<file path="src/rtl/mem_port_arbiter.sv">
// Arbitrates one single-ported memory between instruction fetch and data access.
// Data wins by default; a bounded data streak forces a fetch grant so fetch cannot starve.
module mem_port_arbiter #(
  parameter int unsigned MAX_DATA_STREAK = 4
) (
  input  logic        clk_i,
  input  logic        rst_ni,
  input  logic        flush_i,
  input  logic        if_req_valid_i,
  input  logic [31:0] if_addr_i,
  output logic        if_req_ready_o,
  output logic        if_resp_valid_o,
  output logic [31:0] if_resp_data_o,
  input  logic        dm_req_valid_i,
  input  logic        dm_we_i,
  input  logic [31:0] dm_addr_i,
  input  logic [31:0] dm_wdata_i,
  input  logic [3:0]  dm_wstrb_i,
  output logic        dm_req_ready_o,
  output logic        dm_resp_valid_o,
  output logic [31:0] dm_resp_data_o,
  output logic        mem_req_valid_o,
  input  logic        mem_req_ready_i,
  output logic        mem_we_o,
  output logic [31:0] mem_addr_o,
  output logic [31:0] mem_wdata_o,
  output logic [3:0]  mem_wstrb_o,
  input  logic        mem_resp_valid_i,
  input  logic [31:0] mem_resp_data_i,
  output logic        busy_o
);

  typedef enum logic [1:0] {IDLE, REQ, WAIT} state_e;

  localparam logic [3:0] MaxStreak = 4'(MAX_DATA_STREAK);

  state_e      state_q;
  logic [3:0]  streak_q, streak_d;
  logic        ownerIf_q;
  logic        discard_q;
  logic        we_q;
  logic [31:0] addr_q;
  logic [31:0] wdata_q;
  logic [3:0]  wstrb_q;
  logic [31:0] respData_q;
  logic        ifRespValid_q;
  logic        dmRespValid_q;

  logic isIdle, forceIf, dmGrant, ifGrant;

  always_comb begin
    isIdle  = (state_q == IDLE);
    forceIf = if_req_valid_i & ~flush_i & (streak_q == MaxStreak);
    dmGrant = isIdle & dm_req_valid_i & ~forceIf;
    ifGrant = isIdle & if_req_valid_i & ~flush_i & (~dm_req_valid_i | forceIf);
    // A data grant only extends the streak while fetch is actually waiting.
    streak_d = 4'd0;
    if (dmGrant && if_req_valid_i) begin
      streak_d = (streak_q == MaxStreak) ? MaxStreak : streak_q + 4'd1;
    end
  end

  always_ff @(posedge clk_i or negedge rst_ni) begin
    if (!rst_ni) begin
      state_q       <= IDLE;
      streak_q      <= 4'd0;
      ownerIf_q     <= 1'b0;
      discard_q     <= 1'b0;
      we_q          <= 1'b0;
      addr_q        <= 32'd0;
      wdata_q       <= 32'd0;
      wstrb_q       <= 4'd0;
      respData_q    <= 32'd0;
      ifRespValid_q <= 1'b0;
      dmRespValid_q <= 1'b0;
    end else begin
      ifRespValid_q <= 1'b0;
      dmRespValid_q <= 1'b0;
      case (state_q)
        IDLE: begin
          if (dmGrant) begin
            state_q   <= REQ;
            ownerIf_q <= 1'b0;
            we_q      <= dm_we_i;
            addr_q    <= dm_addr_i;
            wdata_q   <= dm_wdata_i;
            wstrb_q   <= dm_we_i ? dm_wstrb_i : 4'd0;
            streak_q  <= streak_d;
          end else if (ifGrant) begin
            state_q   <= REQ;
            ownerIf_q <= 1'b1;
            we_q      <= 1'b0;
            addr_q    <= if_addr_i;
            wdata_q   <= 32'd0;
            wstrb_q   <= 4'd0;
            streak_q  <= 4'd0;
          end
        end
        REQ: begin
          if (ownerIf_q && flush_i) discard_q <= 1'b1;
          if (mem_req_ready_i) state_q <= WAIT;
        end
        WAIT: begin
          if (mem_resp_valid_i) begin
            // A flush in the very cycle the response lands still kills the fetch.
            respData_q    <= mem_resp_data_i;
            ifRespValid_q <= ownerIf_q & ~discard_q & ~flush_i;
            dmRespValid_q <= ~ownerIf_q;
            discard_q     <= 1'b0;
            state_q       <= IDLE;
          end else if (ownerIf_q && flush_i) begin
            discard_q <= 1'b1;
          end
        end
        default: state_q <= IDLE;
      endcase
    end
  end

  assign if_req_ready_o  = ifGrant;
  assign dm_req_ready_o  = dmGrant;
  assign if_resp_valid_o = ifRespValid_q;
  assign if_resp_data_o  = respData_q;
  assign dm_resp_valid_o = dmRespValid_q;
  assign dm_resp_data_o  = respData_q;
  assign mem_req_valid_o = (state_q == REQ);
  assign mem_we_o        = we_q;
  assign mem_addr_o      = addr_q;
  assign mem_wdata_o     = wdata_q;
  assign mem_wstrb_o     = wstrb_q;
  assign busy_o          = ~isIdle;

endmodule

</file>
<file path="config.mk">
export PLATFORM = sky130hd
export DESIGN_NAME = mem_port_arbiter
export DESIGN_NICKNAME = d
export VERILOG_FILES = /design/src/rtl/mem_port_arbiter.sv
export SDC_FILE = /design/constraint.sdc
export NUM_CORES = 1
export LEC_CHECK = 0
export BUFFER_PORTS_ARGS = -buffer_cell sky130_fd_sc_hd__clkbuf_2
export CORE_AREA = 8 8 111 113
export CTS_CLUSTER_DIAMETER = 100
export DETAILED_ROUTE_END_ITERATION = 7
export DIE_AREA = 0 0 119 121
export GPL_TIMING_DRIVEN = 0
export MAX_ROUTING_LAYER = met4
export PLACE_DENSITY = 0.85
export SLEW_MARGIN = 20
export SYNTH_ARGS = -nofsm -noshare
export SYNTH_HDL_FRONTEND = slang
export SYNTH_SLANG_ARGS = --single-unit
</file>
<file path="constraint.sdc">
create_clock -name clk_i -period 2.8 [get_ports clk_i]
set_input_delay 0.14 -clock clk_i [delete_from_list [all_inputs] [get_ports clk_i]]
set_output_delay 0.14 -clock clk_i [all_outputs]
set_load 0.03 [all_outputs]
</file>
Yosys cells after proc, flatten, opt, wreduce, memory -nomap -nowiden
Index checks and enable logic that the tools add are counted.

cells by class
  add/sub/neg operators = 1
  eq/ne operators = 6
  mux-type cells = 26
  bitwise gates (word level) = 16
  reductions and logical operators = 8

operator list
  kind                 count
  $mux 32              4
  $mux 4               6
  $mux 1               10
  $and 1x1->1          9
  $mux 2               4
  $not 1->1            6
  $pmux 2 s3           1
  $add 4x1->4 const B  1
  $eq 4x3->1 const B   1
  $reduce_and 2->1     2
  $reduce_bool 2->1    2
  $ne 3x3->1 const B   1
  $reduce_and 3->1     1
  $eq 2x1->1 const B   1
  $eq 2x2->1 const B   1
  $logic_and 1x1->1    2
  $logic_not 2->1      1
  $ne 2x1->1 const B   1
  $ne 2x2->1 const B   1
  $pmux 1 s2           1
  $or 1x1->1           1

storage, ports and cells
  flip-flop bits (word level) = 111
  input bits = 140
  output and inout port bits = 139

Longest topological paths before layout
  depth after elaboration = 8
  depth in mapped cells = 8

Worst setup path after synthesis
No wires, ideal clock.

  path kind = flip-flop to flip-flop
  start point = register streak_q[0]
  end point = register wdata_q[10], in the netlist mem_wdata_o[10]
  data arrival time = 1.684 ns
  required time = 2.679 ns
  slack = 0.995 ns
  stages on the path, launching flop included = 8
  path buffers = 1
  clock period less this slack = 1.805 ns
  path through = dfrtp_1 > inv_1 > ha_1 > nand3b_4 > o211ai_4 > inv_2 > clkbuf_1 > a22o_1

between the ends
  word-level cells in the longest chain between the ends = 6
  elaborated cells between the ends (all ways) = 9
  classes of those cells = 1 x eq/ne; 1 x mux; 5 x bitwise; 2 x reduce/logical

RTL lines
  element                             line  RTL
  from (decl)                         38    logic [3:0] streak_q, streak_d;
  from (signal assigned)              88    streak_q <= streak_d;
  $eq 4x3->1 (*)                      53    forceIf = if_req_valid_i & ~flush_i & (streak_q == MaxStreak);
  $and 1x1->1 (*)                     53
  $not 1->1 (*)                       54    dmGrant = isIdle & dm_req_valid_i & ~forceIf;
  $and 1x1->1 (*)                     54
  named net dm_req_ready_o            19    output logic dm_req_ready_o,
  $reduce_bool 2->1 (no source line)  n/a
  $reduce_and 2->1 (no source line)   n/a
  to (signal assigned)                86    wdata_q <= dm_wdata_i;
  to (decl)                           43    logic [31:0] wdata_q;

The timed path passes the listed nets; every way through them passes the cells marked *.
A chain may end at the register's enable or synchronous reset.

Worst setup path in the final report
  start point = register state_q[1]
  end point = output dm_req_ready_o

between the ends
  word-level cells in the longest chain between the ends = 3

RTL lines
  element                    line  RTL
  from (decl)                37    state_e state_q;
  from (signal assigned)     65    state_q <= IDLE;
  from (signal assigned)     82    state_q <= REQ;
  from (signal assigned)     90    state_q <= REQ;
  $logic_not 2->1            52    isIdle = (state_q == IDLE);
  $and 1x1->1 (2 in series)  54
  to (decl)                  19

Every way passes these cells.

==> flow_metrics.py <==
metrics = {
    "run_status": {
        "status": "finished clean",
    },
    "global_route": {
        "grt_max_degree": 74,
        "track_usage_pct": 23.5,
        "grt_pass1_wl_um": 26100,
        "antenna_found_initial": 1,
        "grt_pass1_vias": 4945,
        "grt-ovfl-total": 0,
    },
    "setup_path": {
        "crit_fanout": 10,
        "crit_type": "register to output port",
        "crit_chain": "inv_1 > ha_1 > o211ai_4 > inv_2 > clkbuf_1 > clkbuf_2",
        "cpPeakStageDelay_ps": 410,
        "worstPathRequired_ps": 2660,
        "start_kind": "register",
        "ff2ff_path_depth": 8,
        "cp-end-kind": "output port",
        "worstPathArrival_ps": 2290,
        "crit_slowest_cell": "dfrtp_1",
    },
    "floorplan": {
        "row_count": 38,
        "design.core.area_mm2": 0.0106,
        "die_h_um": 121,
        "io_pins": 279,
        "die-area_mm2": 0.0144,
        "die_w_um": 119,
        "initial_utilization_pct": 46.6,
    },
    "sta": {
        "drv_slew": 0,
        "timing.fmax_mhz": 411,
        "fin_crit_ps": 2430,
        "tns_ps": 0,
        "worst_slew_pin_slew_ps": 564,
        "hold_viol": 0,
        "maxSlewHeadroom_pct": 62.4,
        "fin_crit_sh_pct": 87.0,
        "clock_skew_ps": 6.73,
        "setup_viol": 0,
        "rsz0062_at_grt": "no",
    },
    "place": {
        "place.detailed.hpwl_um": 11700,
        "port-buffer-count": 278,
        "place.gp.congestion": 0.811,
    },
    "final_layout": {
        "final_util_pct": 72.0,
        "final_common_cell": "clkbuf_2",
        "final_cell_mix": "clkbuf_2, dfrtp_1, mux2_2",
        "syn_to_final_growth_pct": 54.5,
        "fillers": 705,
        "seq_area_mm2": 0.00278,
        "multi_input_area_mm2": 0.00179,
        "drive_gt1_share_pct": 61.4,
        "final_nets": 863,
    },
    "cts": {
        "h-tree-depth": 3,
        "insertion_delay_ps": 360,
        "cts_resized": 0,
        "cts_root_buffer": "clkbuf_8",
        "path_clk_slew_ps": 110,
        "cts_tree": "built",
        "clock_path_buffers": 2,
        "clock_sinks": 111,
        "cts_buffers": 9,
    },
    "flow_run": {
        "drv_cap": 0,
    },
    "logic_synthesis": {
        "ys_warn_count": 0,
        "synthAdderAreaFrac_pct": 1.77,
        "synth_cell_types": 28,
        "muxShareOfSynthArea_pct": 23.2,
        "syn_avg_cell_area_um2": 14.5,
        "synth_top_family_by_area": "multiplexers",
        "yosys.area_share.simple_pct": 2.33,
        "synth_xor_xnor_area_share_pct": 0,
        "synth_compound_area_share_pct": 8.91,
        "synth_seq_cells": 111,
        "syn-cell-area_mm2": 0.00494,
        "yosysSeqAreaShare_pct": 56.2,
        "synth_nets": 488,
        "synth_cells": 341,
    },
    "route": {
        "routedWlPerCell_um": 19.3,
        "drc_errors": 0,
        "ant_nets": 0,
        "dr.pass1.iters": 4,
        "vias": 4287,
        "via_per_inst": 4.97,
        "drt_iter0_markers": 276,
        "totalWireLength_um": 16600,
    },
    "power_and_ir_drop": {
        "cellPowerDensity_mw_per_mm2": 1240,
        "leakage_nw": 4.01,
        "peakVddDrop_uv": 935,
    },
    "worst_hold_path": {
        "hold_depth": 2,
        "hold_class": "primary input to register",
    },
}
-- stage by stage --
stage / worst slack [ps] / cells / instance area (um^2) / hold slack [ps] / total power, mW
floorplan: 995 / 341 / 4940 / -156 / 6.60
global placement: 104 / 759 / 6510 / 366 / 8.03
detailed placement: 763 / 760 / 6540 / 79.0 / 8.21
CTS: 331 / 860 / 7620 / 0.0363 / 9.42
global route: 196 / 862 / 7630 / 1.68 / 9.91
finish: 365 / 863 / 7640 / 19.6 / 9.43
-- registers in the layout (all words and copies together), names as in the netlist --
register and flops:
mem_wdata_o 32, streak_q 4, mem_addr_o 32, mem_wstrb_o 4, mem_we_o 1, dm_resp_data_o 32
if_resp_valid_o 1, dm_resp_valid_o 1, ownerIf_q 1, discard_q 1, state_q 2
-- routing by layer --
layer | wire (um) | track usage (%)
met1 | 6100 | 24.1
met2 | 8850 | 41.3
met3 | 1270 | 7.58
met4 | 413 | 9.01
met5 | 0 | -
-- final timing paths --
kind,from,to,slack (ps)
setup / recovery,state_q[1],dm_req_ready_o,370
hold / removal,dm_addr_i[17],mem_addr_o[17],20
setup reg to reg,streak_q[0],mem_wdata_o[31],760
hold reg to reg,discard_q,if_resp_valid_o,450
max in group asynchronous,rst_ni,dm_resp_data_o[21],1900
min in group asynchronous,rst_ni,mem_addr_o[6],240
-- cells by family after synthesis --
| kind of cell | after synthesis |
|---|---|
| adder cells (fa/ha/maj) | 7 |
| buffers and inverters | 57 |
| AO/OA/AOI/OAI | 52 |
| flip-flops | 111 |
| AND/OR/NAND/NOR | 15 |
| multiplexers | 99 |
-- report_power, final --
part | total [mW] | internal, mW | switching (mW)
Sequential | 2.86 | 2.36 | 0.506
Combinational | 5.46 | 2.11 | 3.36
Clock | 1.10 | 0.525 | 0.579
-- Yosys cell counts, drive strengths merged --
| cell | count | area [um^2] |
|---|---|---|
| a21oi | 3 | 15.0 |
| a22o | 34 | 298 |
| a31oi | 3 | 18.8 |
| a32o | 4 | 40.0 |
| and3 | 1 | 7.51 |
| buf | 43 | 323 |
| clkbuf | 6 | 22.5 |
| dfrtp | 111 | 2780 |
| ha | 7 | 87.6 |
| inv | 8 | 30.0 |
| mux2 | 99 | 1140 |
| nand2 | 1 | 3.75 |
| nand2b | 3 | 18.8 |
| nand3 | 2 | 10.0 |
| nand3b | 2 | 40.0 |
| nor2 | 2 | 7.51 |
| nor2b | 2 | 12.5 |
| nor4 | 1 | 6.26 |
| o211ai | 3 | 36.3 |
| o21a | 1 | 7.51 |
| o21ai | 3 | 15.0 |
| o311a | 1 | 10.0 |
| or3b | 1 | 8.76 |
-- worst max-delay path: cells and delay by family, from the launching register on --
family	cells	cell delay, ps
compound gates	1	190
fa+ha+maj	1	380
buf+inv	4	950
flops	1	410
-- layout make-up --
cell class	instances	share of cell area (%)
clock inverter	7	1.47
buffer	49	4.52
tap	140	2.29
timing repair buffer	364	29.8
sequential	111	36.4
inverter	8	0.393
clock buffer	9	1.62
antenna	2	0.0655
multi-input combinational	173	23.4
-- what timing repair did --
item,CTS,global route
buffers inserted,0,0
endpoints found under the hold margin,121,1
hold buffers,84,1
No activity file was read; power rests on OpenSTA's default activity.
